**src/rtl/alu8_pkg.sv**
```systemverilog
// rtl/alu8_pkg.sv - shared widths, opcode tags, result-stage states and flag struct
package alu8_pkg;

    localparam int ALU_DATA_W = 8;
    localparam int ALU_OP_W   = 3;

    typedef enum logic [ALU_OP_W-1:0] {
        OP_AND  = 3'd0,
        OP_OR   = 3'd1,
        OP_XOR  = 3'd2,
        OP_XNOR = 3'd3,
        OP_ADD  = 3'd4,
        OP_SUB  = 3'd5,
        OP_NOT  = 3'd6,
        OP_PASS = 3'd7
    } alu_op_t;

    typedef enum logic [1:0] {
        EMPTY = 2'd0,
        ONE   = 2'd1,
        FULL  = 2'd2
    } rs_state_t;

    typedef struct packed {
        logic zero;
        logic neg;
        logic parity;
    } alu_flags_t;

endpackage

```
**src/rtl/alu8_result_stage_if.sv**
```systemverilog
// rtl/alu8_result_stage_if.sv - input/output handshake bundle of the ALU result stage
interface alu8_result_stage_if
    import alu8_pkg::*;
#(
    parameter int DATA_W = ALU_DATA_W,
    parameter int OP_W   = ALU_OP_W
) ();

    logic              in_valid;
    logic              in_ready;
    logic [DATA_W-1:0] in_result;
    logic [OP_W-1:0]   in_op;
    logic              out_valid;
    logic              out_ready;
    logic [DATA_W-1:0] out_result;
    logic [OP_W-1:0]   out_op;
    logic              out_zero;
    logic              out_neg;
    logic              out_parity;

    // Environment side: upstream producer plus downstream consumer.
    modport master (
        output in_valid, in_result, in_op, out_ready,
        input  in_ready, out_valid, out_result, out_op, out_zero, out_neg, out_parity
    );

    // Result stage side.
    modport slave (
        input  in_valid, in_result, in_op, out_ready,
        output in_ready, out_valid, out_result, out_op, out_zero, out_neg, out_parity
    );

endinterface

```
**src/rtl/alu8_flag_gen.sv**
```systemverilog
// rtl/alu8_flag_gen.sv - combinational status flags for an 8-bit result (parity under ALU_PARITY_EN)
module alu8_flag_gen
    import alu8_pkg::*;
(
    input  logic [ALU_DATA_W-1:0] result_i,
    output alu_flags_t            flags_o
);

    // Zero/negative always; parity only when the feature is built in.
    always_comb begin
        flags_o.zero = (result_i == '0);
        flags_o.neg  = result_i[ALU_DATA_W-1];
`ifdef ALU_PARITY_EN
        flags_o.parity = ^result_i;
`else
        flags_o.parity = 1'b0;
`endif
    end

endmodule

```
**src/rtl/alu8_result_stage.sv**
```systemverilog
// rtl/alu8_result_stage.sv - registered ALU result stage with 2-entry skid buffer (parity under ALU_PARITY_EN)
module alu8_result_stage
    import alu8_pkg::*;
#(
    parameter int DATA_W = ALU_DATA_W,
    parameter int OP_W   = ALU_OP_W
) (
    input  logic                clk,
    input  logic                rst,
    alu8_result_stage_if.slave  bus,
    output logic [7:0]          result_count
);

    rs_state_t         state_q, state_d;
    logic              in_ready_q;
    logic [DATA_W-1:0] main_result_q;
    logic [OP_W-1:0]   main_op_q;
    logic              zero_q, neg_q;
    logic [DATA_W-1:0] skid_result_q;
    logic [OP_W-1:0]   skid_op_q;
    logic [7:0]        count_q;

    logic              in_hs, out_hs;
    logic              load_main, load_skid, main_from_skid;
    logic [DATA_W-1:0] load_result;
    logic [OP_W-1:0]   load_op;
    alu_flags_t        load_flags;

    assign in_hs  = bus.in_valid && in_ready_q;
    assign out_hs = (state_q != EMPTY) && bus.out_ready;

    // Main is refilled either from the skid (draining FULL) or straight from the input.
    assign load_result = main_from_skid ? skid_result_q : bus.in_result;
    assign load_op     = main_from_skid ? skid_op_q     : bus.in_op;

    alu8_flag_gen u_flag_gen (
        .result_i (load_result),
        .flags_o  (load_flags)
    );

    // Next-state and load controls for the EMPTY/ONE/FULL occupancy machine.
    always_comb begin
        state_d        = state_q;
        load_main      = 1'b0;
        load_skid      = 1'b0;
        main_from_skid = 1'b0;
        unique case (state_q)
            EMPTY: begin
                if (in_hs) begin
                    state_d   = ONE;
                    load_main = 1'b1;
                end
            end
            ONE: begin
                if (in_hs && out_hs) begin
                    load_main = 1'b1;
                end else if (in_hs) begin
                    state_d   = FULL;
                    load_skid = 1'b1;
                end else if (out_hs) begin
                    state_d = EMPTY;
                end
            end
            FULL: begin
                if (out_hs) begin
                    state_d        = ONE;
                    load_main      = 1'b1;
                    main_from_skid = 1'b1;
                end
            end
            default: state_d = EMPTY;
        endcase
    end

    // State, storage entries, registered in_ready and the delivered-result counter.
    always_ff @(posedge clk) begin
        if (rst) begin
            state_q       <= EMPTY;
            in_ready_q    <= 1'b1;
            main_result_q <= '0;
            main_op_q     <= '0;
            zero_q        <= 1'b0;
            neg_q         <= 1'b0;
            skid_result_q <= '0;
            skid_op_q     <= '0;
            count_q       <= 8'd0;
        end else begin
            state_q    <= state_d;
            in_ready_q <= (state_d != FULL);
            if (load_main) begin
                main_result_q <= load_result;
                main_op_q     <= load_op;
                zero_q        <= load_flags.zero;
                neg_q         <= load_flags.neg;
            end
            if (load_skid) begin
                skid_result_q <= bus.in_result;
                skid_op_q     <= bus.in_op;
            end
            if (out_hs) begin
                count_q <= count_q + 8'd1;
            end
        end
    end

`ifdef ALU_PARITY_EN
    logic parity_q;

    // Parity is captured together with the result so it never lags out_result.
    always_ff @(posedge clk) begin
        if (rst) begin
            parity_q <= 1'b0;
        end else if (load_main) begin
            parity_q <= load_flags.parity;
        end
    end

    assign bus.out_parity = parity_q;
`else
    logic unused_parity;
    assign unused_parity  = load_flags.parity;
    assign bus.out_parity = 1'b0;
`endif

    assign bus.in_ready   = in_ready_q;
    assign bus.out_valid  = (state_q != EMPTY);
    assign bus.out_result = main_result_q;
    assign bus.out_op     = main_op_q;
    assign bus.out_zero   = zero_q;
    assign bus.out_neg    = neg_q;
    assign result_count   = count_q;

endmodule

```
**src/flat_wrapper.sv**
```systemverilog
// flat-port wrapper written by rule: the top's interface ports become plain ports
module alu8_result_stage_flat import alu8_pkg::*;
#(
    parameter int DATA_W = ALU_DATA_W,
    parameter int OP_W   = ALU_OP_W
)
  (clk, rst, result_count, bus_in_valid, bus_in_result, bus_in_op, bus_out_ready, bus_in_ready, bus_out_valid, bus_out_result, bus_out_op, bus_out_zero, bus_out_neg, bus_out_parity);
  alu8_result_stage_if #(.DATA_W(DATA_W), .OP_W(OP_W)) bus_i ();
  input  logic clk;
  input  logic rst;
  output logic [7:0] result_count;
  input wire logic [$bits(bus_i.in_valid)-1:0] bus_in_valid;
  input wire logic [$bits(bus_i.in_result)-1:0] bus_in_result;
  input wire logic [$bits(bus_i.in_op)-1:0] bus_in_op;
  input wire logic [$bits(bus_i.out_ready)-1:0] bus_out_ready;
  output wire logic [$bits(bus_i.in_ready)-1:0] bus_in_ready;
  output wire logic [$bits(bus_i.out_valid)-1:0] bus_out_valid;
  output wire logic [$bits(bus_i.out_result)-1:0] bus_out_result;
  output wire logic [$bits(bus_i.out_op)-1:0] bus_out_op;
  output wire logic [$bits(bus_i.out_zero)-1:0] bus_out_zero;
  output wire logic [$bits(bus_i.out_neg)-1:0] bus_out_neg;
  output wire logic [$bits(bus_i.out_parity)-1:0] bus_out_parity;
  assign bus_i.in_valid = bus_in_valid;
  assign bus_i.in_result = bus_in_result;
  assign bus_i.in_op = bus_in_op;
  assign bus_i.out_ready = bus_out_ready;
  assign bus_in_ready = bus_i.in_ready;
  assign bus_out_valid = bus_i.out_valid;
  assign bus_out_result = bus_i.out_result;
  assign bus_out_op = bus_i.out_op;
  assign bus_out_zero = bus_i.out_zero;
  assign bus_out_neg = bus_i.out_neg;
  assign bus_out_parity = bus_i.out_parity;
  alu8_result_stage #(.DATA_W(DATA_W), .OP_W(OP_W)) u_core (.clk(clk), .rst(rst), .bus(bus_i), .result_count(result_count));
endmodule
```
**config.mk**
```make
export PLATFORM = sky130hd
export DESIGN_NAME = alu8_result_stage_flat
export DESIGN_NICKNAME = d
export VERILOG_FILES = /design/src/rtl/alu8_pkg.sv /design/src/rtl/alu8_result_stage_if.sv /design/src/rtl/alu8_flag_gen.sv /design/src/rtl/alu8_result_stage.sv /design/src/flat_wrapper.sv
export SDC_FILE = /design/constraint.sdc
export NUM_CORES = 1
export LEC_CHECK = 0
export ABC_AREA = 1
export BUFFER_PORTS_ARGS = -buffer_cell sky130_fd_sc_hd__clkbuf_2
export CORE_MARGIN = 4
export CORE_UTILIZATION = 50
export CTS_CLUSTER_SIZE = 14
export DETAILED_ROUTE_END_ITERATION = 8
export PLACE_DENSITY = 0.75
export SYNTH_ARGS = -nofsm -noshare
export SYNTH_HDL_FRONTEND = slang
export SYNTH_HIERARCHICAL = 1
export SYNTH_SLANG_ARGS = --single-unit
```
**constraint.sdc**
```tcl
create_clock -name clk -period 3.75 [get_ports clk]
set_input_delay 0.75 -clock clk [delete_from_list [all_inputs] [get_ports clk]]
set_output_delay 0.75 -clock clk [all_outputs]
set_load 0.02 [all_outputs]
```
==> Word-level counts from Yosys, hierarchy flattened <==
Index checks and enable logic that the tools add are counted.
{ "totals": {"word_cells": 34, "register_bits": 35, "output_inout_bits": 24} }
{ "op_classes": {"muxes": 15, "reduce_logical": 6, "eq_ne": 3, "n_addsub": 1} }
{ "op_table": {"columns": ["operator", "count"], "rows": [
  ["two-way mux 2 bit", 5],
  ["adder 8 x 1 -> 8 bit, second input constant", 1],
  ["zero test 8 bit", 1],
  ["two-way mux 8 bit", 1],
  ["two-way mux 1 bit", 6],
  ["case mux 2 bit (3 select lines)", 1],
  ["logical AND 1 bit", 3],
  ["two-way mux 3 bit", 1],
  ["case mux 1 bit (3 select lines)", 1],
  ["equality test 2 x 1 -> 1 bit, second input constant", 1],
  ["equality test 2 bit, second input constant", 1],
  ["zero test 2 bit", 1],
  ["inequality test 2 bit, second input constant", 1],
  ["nonzero test 2 bit", 1]
]} }

==> Logic depth before layout (Yosys ltp) <==
Gate-level depths: netlist (run 1).
{ "logic_depth": {"word_depth": 7, "depth_mapped": 12, "depth_no_buf": 11} }

==> By module <==
The synthesis (run 1) kept the hierarchy.
{ "modules_own_cells": {"columns": ["module", "area_per_inst_um2", "cells_each", "n_inst", "seq_area_each_um2"], "rows": [
  ["alu8_result_stage", 1617.8, 230, 1, 700.7],
  ["alu8_flag_gen", 45.0, 10, 1, 0.0]
]} }

==> Worst setup path before layout (run 1) <==
Ideal clock, no wire load.
{ "synth_timing": {"path_kind": "input port to flip-flop", "startpoint": "in bus_out_ready", "endpoint": "reg u_core.zero_q (netlist: u_core/bus.out_zero)", "path_slack_ns": 2.124, "arrival_ns": 1.562, "stages": 10, "path_cell_list": "inv_2 > nor2_1 > nand2_1 > nand2_1 > inv_1 > nor2_1 > nand2_1 > nor2_1 > o21ai_0 > nor2_1"} }
{ "synth_rtl": {"columns": ["item", "line_no", "rtl"], "rows": [
  ["start, declared", "flat_wrapper.sv:15", "input wire logic [$bits(bus_i.out_ready)-1:0] bus_out_ready;"],
  ["end signal, assigned", "alu8_result_stage.sv:93", "zero_q <= load_flags.zero;"],
  ["end, declared", "alu8_result_stage.sv:18", "logic zero_q, neg_q;"]
]} }

==> Final worst setup path (run 1) <==
{ "layout_timing": {"startpoint": "in bus_in_valid", "endpoint": "reg u_core.skid_result_q[5]"} }
{ "layout_via": {"elab_chain_len": 4, "elab_cells_between_ends": 5, "classes_between": "mux: 3; reduce/logical: 2"} }
{ "layout_rtl": {"columns": ["item", "line_no", "rtl"], "rows": [
  ["start, declared", "flat_wrapper.sv:12", "input wire logic [$bits(bus_i.in_valid)-1:0] bus_in_valid;"],
  ["logical AND 1 bit *", "alu8_result_stage.sv:29", "assign in_hs = bus.in_valid && in_ready_q;"],
  ["two-way mux 1 bit or logical AND 1 bit (tied branches)", "alu8_result_stage.sv:57, alu8_result_stage.sv:55", null],
  ["two-way mux 1 bit *", "alu8_result_stage.sv:55", "if (in_hs && out_hs) begin"],
  ["two-way mux 1 bit *", "alu8_result_stage.sv:47", "unique case (state_q)"],
  ["end signal, assigned", "alu8_result_stage.sv:97", "skid_result_q <= bus.in_result;"],
  ["end, declared", "alu8_result_stage.sv:19", "logic [DATA_W-1:0] skid_result_q;"]
]} }
Every way passes the cells marked *; elsewhere a longest branch is shown, timed or not.
A chain may end at the register's enable or synchronous reset.

==> results of run 1 <==
## per-stage QoR
step	hold WS [ns]	total power, uW	setup WS (ns)	utilization [%]	instance area [sq um]
finish	0.4535	783.4	1.854	61.25	1901
global placement	0.4353	561.8	1.676	59.03	1832
floorplan	0.4244	526.3	2.124	-	1652
global route	0.4776	832.1	1.712	61.25	1901
CTS	0.4569	795.0	1.866	61.25	1901
detailed placement	0.4408	564.7	1.568	59.03	1832
## report_power, final
group          switching [uW]  leakage (uW)  internal (uW)
combinational            97.0      0.000628           48.8
clock                     117     0.0000386            110
sequential               13.7      0.000287            396
total                     228      0.000953            555
## routing by layer
layer	GRT usage (%)	share of wire, %	vias up
met4	8.031	0.62	0
met3	4.444	4.5	2
met5	0	0	-
met2	26.30	46	27
met1	21.02	48	645
li1	-	-	798
## registers in the layout, indices dropped and copies added, names as in the netlist
signal,flops
u_core/result_count,8
u_core/bus.out_op,3
u_core/state_q,2
u_core/bus.in_ready,1
u_core/bus.out_result,8
u_core/bus.out_neg,1
u_core/bus.out_zero,1
u_core/skid_result_q,8
u_core/skid_op_q,3
## path summary, 6_finish.rpt
path                                         from                                    to  slack [ns]  depth (start not counted)
max reg2reg        u_core/bus.in_ready$_SDFF_PP1_  u_core/skid_result_q[5]$_SDFFE_PP0P_        2.01                          5
min          u_core/skid_result_q[0]$_SDFFE_PP0P_  u_core/skid_result_q[0]$_SDFFE_PP0P_        0.45                          2
min reg2reg  u_core/skid_result_q[0]$_SDFFE_PP0P_  u_core/skid_result_q[0]$_SDFFE_PP0P_        0.45                          2
max                                  bus_in_valid  u_core/skid_result_q[5]$_SDFFE_PP0P_        1.85                          6
## area by class of cell
cell class                      instances  area share, %
Clock buffer                            8          3.621
Multi-Input combinational cell        156          39.37
Timing Repair Buffer                   37          9.743
Tap cell                               44          2.897
Sequential cell                        35          36.87
Inverter                               38          7.505
## tightest hold or removal path, delay by kind of cell, from the launching register on
| family | cells | cell delay, ns |
|---|---|---|
| AO/OA/AOI/OAI | 1 | 0.05 |
| buffers and inverters | 1 | 0.05 |
| flip-flops | 1 | 0.31 |
==> impl_metrics.tcl, run 1 <==
set metrics [dict create \
    num_vias 1472 \
    initial_core_util_pct 53.23 \
    synth_cells 238 \
    rows 20 \
    worstMarginPinSlew_ns 0.6941 \
    fill_cells 347 \
    diodes 0 \
    grt_pass1_wl_um 5540 \
    regArea_sq_um 700.7 \
    cts_max_level 2 \
    p_leak_uw 0.0009530 \
    cts_resized 0 \
    synth_area_sq_mm 0.001652 \
    clk_pin_slew_ns 0.10 \
    cts_tree "built" \
    placed_cells 310 \
    post_layout_nonfiller_instances 318 \
    wl_per_cell_um 10.63 \
    place_congestion 0.7945 \
    cpLargestDelayFamily "simple AND/OR/NAND/NOR gates" \
    period_share_pct 50.55 \
    dieArea_sq_mm 0.004287 \
    status "complete, no violations" \
    maxSlewHeadroom_pct 53.60 \
    grt_pass1_vias 1315 \
    port_buffers 37 \
    timing.max_cap.violations 0 \
    clockRootBuffer "clkbuf_4" \
    numCtsBuffers 5 \
    multiInputGateArea_sq_um 748.2 \
    cp.required_ns 3.94 \
    grt_start_max_net_pins 26 \
    rsz0062_at_grt "false" \
    syn_avg_cell_area_sq_um 6.939 \
    drtAntennaViolNets 0 \
    drt-pass1-iter-count 4 \
    num_io_pins 39 \
    layout_common_cells "nand2_1, nor2_1, clkbuf_2" \
    cp.arrival_ns 2.08 \
    setup_viol 0 \
    worstSkewPairLatency_ns 0.32 \
    dp_hpwl_um 2387 \
    core_sq_mm 0.003103 \
    slew_violations 0 \
    globalRouteTotalUtil_pct 16.68 \
    grt-ovfl-total 0 \
    cp_max_fo 22 \
    clkSinkCount 35 \
    crit_buf_inv 1 \
    mostFrequentLayoutCell "nand2_1" \
    fin_skew_ns 0.006456 \
    drc 0 \
    min_period_ns 1.896 \
    synth_fp_nets 254 \
    die_x_um 65.48 \
    worstPathCellList "clkbuf_2 -> nand2_1 -> nor2_2 -> nand3_1 -> o21ai_0 -> a21oi_1" \
    area_delta_synth_final_pct 15.08 \
    cp-end-kind "flip-flop" \
    vdd_drop_max_v 0.0002467 \
    hold_viol 0 \
    cp-start-kind "primary input" \
    critical_path_class "primary input to flip-flop" \
    fin_nets 289 \
    antenna_found_initial 0 \
    drive_above_1_share_pct 21.90 \
    wirelength_um 3380 \
    hp-class "flip-flop to flip-flop" \
    cts_hold_buffers 0 \
    die_y_um 65.48 \
    power_density_mw_per_mm2 412.2 \
    fin_tns_setup_ns 0 \
    drtIter0Drc 78 \
    clk_path_buf_depth 2 \
    cts_setup_buffers 0 \
    clock.fmax_ghz 0.5275 \
    viasPerCell 4.629 \
    slowest_stage "nand3_1" \
    yosysWarnings 6 \
    slowest_delay_ns 0.53 \
]
(Power assumes the default switching activity.)
==> run 2: changes to the inputs <==
clock period = 1.8 ns   (was 3.75 ns; I/O delays follow)
==> impl_metrics.tcl, run 2 (same netlist as run 1, synthesis figures left out) <==
set metrics [dict create \
    status "complete, no violations" \
    vdd_drop_max_v 0.0005540 \
    whs_path_depth 2 \
    cts_max_level 2 \
    drtIter0Drc 88 \
    placed_cells 312 \
    fin_tns_setup_ns 0 \
    layout_common_cells "nand2_1, nor2_1, clkbuf_2" \
    reg2reg_depth 9 \
    num_io_pins 39 \
    cp_max_fo 17 \
    r2r_end "u_core/bus.out_zero$_SDFFE_PP0P_" \
    regToRegSetupSlack_ns 0.27 \
    die_x_um 65.48 \
    seq_power_share_pct 54.6 \
    cp-start-kind "flip-flop" \
    drt-pass1-iter-count 4 \
    cts_resized 0 \
    crit_top_cell "nor2_1" \
    mostFrequentLayoutCell "nand2_1" \
    grt-ovfl-total 0 \
    wirelength_um 3199 \
    dp_hpwl_um 2369 \
    num_vias 1480 \
    globalRouteTotalUtil_pct 17.04 \
    hold_viol 0 \
    hp-class "primary input to flip-flop" \
    cpLargestDelayFamily "simple AND/OR/NAND/NOR gates" \
    drive_above_1_share_pct 22.10 \
    r2r-start "u_core/state_q[1]$_SDFF_PP0_" \
    dieArea_sq_mm 0.004287 \
    p_leak_uw 0.0009573 \
    grt_pass1_vias 1303 \
    rows 20 \
    intPower_uw 1084 \
    cts_tree "built" \
    clkSinkCount 35 \
    timing.max_cap.violations 0 \
    fin_nets 291 \
    min_from "rst" \
    min_period_ns 1.530 \
    wl_per_cell_um 9.997 \
    rsz0062_at_grt "false" \
    area_delta_synth_final_pct 15.61 \
    antenna_found_initial 0 \
    fill_cells 336 \
    cp-end-kind "flip-flop" \
    place_congestion 0.8318 \
    worstSkewPairLatency_ns 0.34 \
    hold_path_end "u_core/state_q[0]$_SDFF_PP0_" \
    grt_pass1_wl_um 5575 \
    clockRootBuffer "clkbuf_4" \
    viasPerCell 4.625 \
    post_layout_nonfiller_instances 320 \
    cts_setup_buffers 0 \
    diodes 0 \
    drc 0 \
    slowest_stage "dfxtp_1" \
    slowest_delay_ns 0.41 \
    switching_power_uw 480.1 \
    setup_viol 0 \
    switching_share_pct 30.69 \
    postLayoutCoreUtil_pct 61.53 \
    clk_pin_slew_ns 0.10 \
    worstPathCellList "inv_2 -> nor2_4 -> nand2_4 -> o21ai_0 -> nor2_1 -> nand2_1 -> nor2_1 -> o21ai_0 -> nor2_1" \
    grt_start_max_net_pins 23 \
    clock.fmax_ghz 0.6535 \
    cts_hold_buffers 0 \
    initial_core_util_pct 53.23 \
    slew_violations 0 \
    clkPwrFrac_pct 25.7 \
    p_comb_share_pct 19.8 \
    cp.arrival_ns 1.78 \
    power_density_mw_per_mm2 819.3 \
    crit_buf_inv 1 \
    clk_path_buf_depth 2 \
    fin_skew_ns 0.004424 \
    critical_path_class "flip-flop to flip-flop" \
    port_buffers 37 \
    cp.required_ns 2.05 \
    period_share_pct 85.02 \
    die_y_um 65.48 \
    core_sq_mm 0.003103 \
    numCtsBuffers 5 \
    drtAntennaViolNets 0 \
]
-- run 2: worst max-delay path by stage --
stage                                             to  cells after the start                          from  slack, ns
floorplan           u_core/bus.out_zero$_SDFFE_PP0P_                     12  u_core/state_q[1]$_SDFF_PP0_       0.42
global placement    u_core/bus.out_zero$_SDFFE_PP0P_                     11                 bus_out_ready       0.26
finish              u_core/bus.out_zero$_SDFFE_PP0P_                      9  u_core/state_q[1]$_SDFF_PP0_       0.27
detailed placement  u_core/bus.out_zero$_SDFFE_PP0P_                     11                 bus_out_ready       0.20
global route        u_core/bus.out_zero$_SDFFE_PP0P_                      9  u_core/state_q[1]$_SDFF_PP0_       0.06
CTS                 u_core/bus.out_zero$_SDFFE_PP0P_                      9  u_core/state_q[1]$_SDFF_PP0_       0.26
-- run 2: power by group through the flow --
stage	Clock, uW	Sequential [uW]	Combinational (uW)
after floorplan	0	917	180
after global placement	0	871	308
after detailed placement	0	872	312
after CTS	419	854	313
after global routing	453	859	349
final	401	854	309
-- run 2: cell type report --
type | instances | area, sq um | share of cell area, %
sequential | 35 | 700.7 | 36.70
timing repair buffer | 39 | 212.7 | 11.14
clock inverter | 1 | 5.005 | 0.2621
clock buffer | 7 | 45.04 | 2.359
multi-input combinational | 156 | 748.2 | 39.19
tap | 44 | 55.05 | 2.883
inverter | 38 | 142.6 | 7.471
-- run 2: routing by layer --
metal  global-route usage [%]  share of wire (%)
met2                    26.04                 43
met5                        0                  0
met3                    6.496                5.8
met1                    21.34                 50
met4                    7.254                1.7
-- run 2: per-stage QoR --
| step | worst slack [ns] | instance area, sq um | hold slack [ns] | power [uW] |
|---|---|---|---|---|
| 5_1_grt | 0.05656 | 1909 | 0.3227 | 1661 |
| 2_1_floorplan | 0.4164 | 1652 | 0.4244 | 1096 |
| 3_3_place_gp | 0.2607 | 1859 | 0.4356 | 1178 |
| 6_report | 0.2697 | 1909 | 0.3082 | 1564 |
| 4_1_cts | 0.2601 | 1909 | 0.3032 | 1586 |
| 3_5_place_dp | 0.1976 | 1859 | 0.4399 | 1184 |
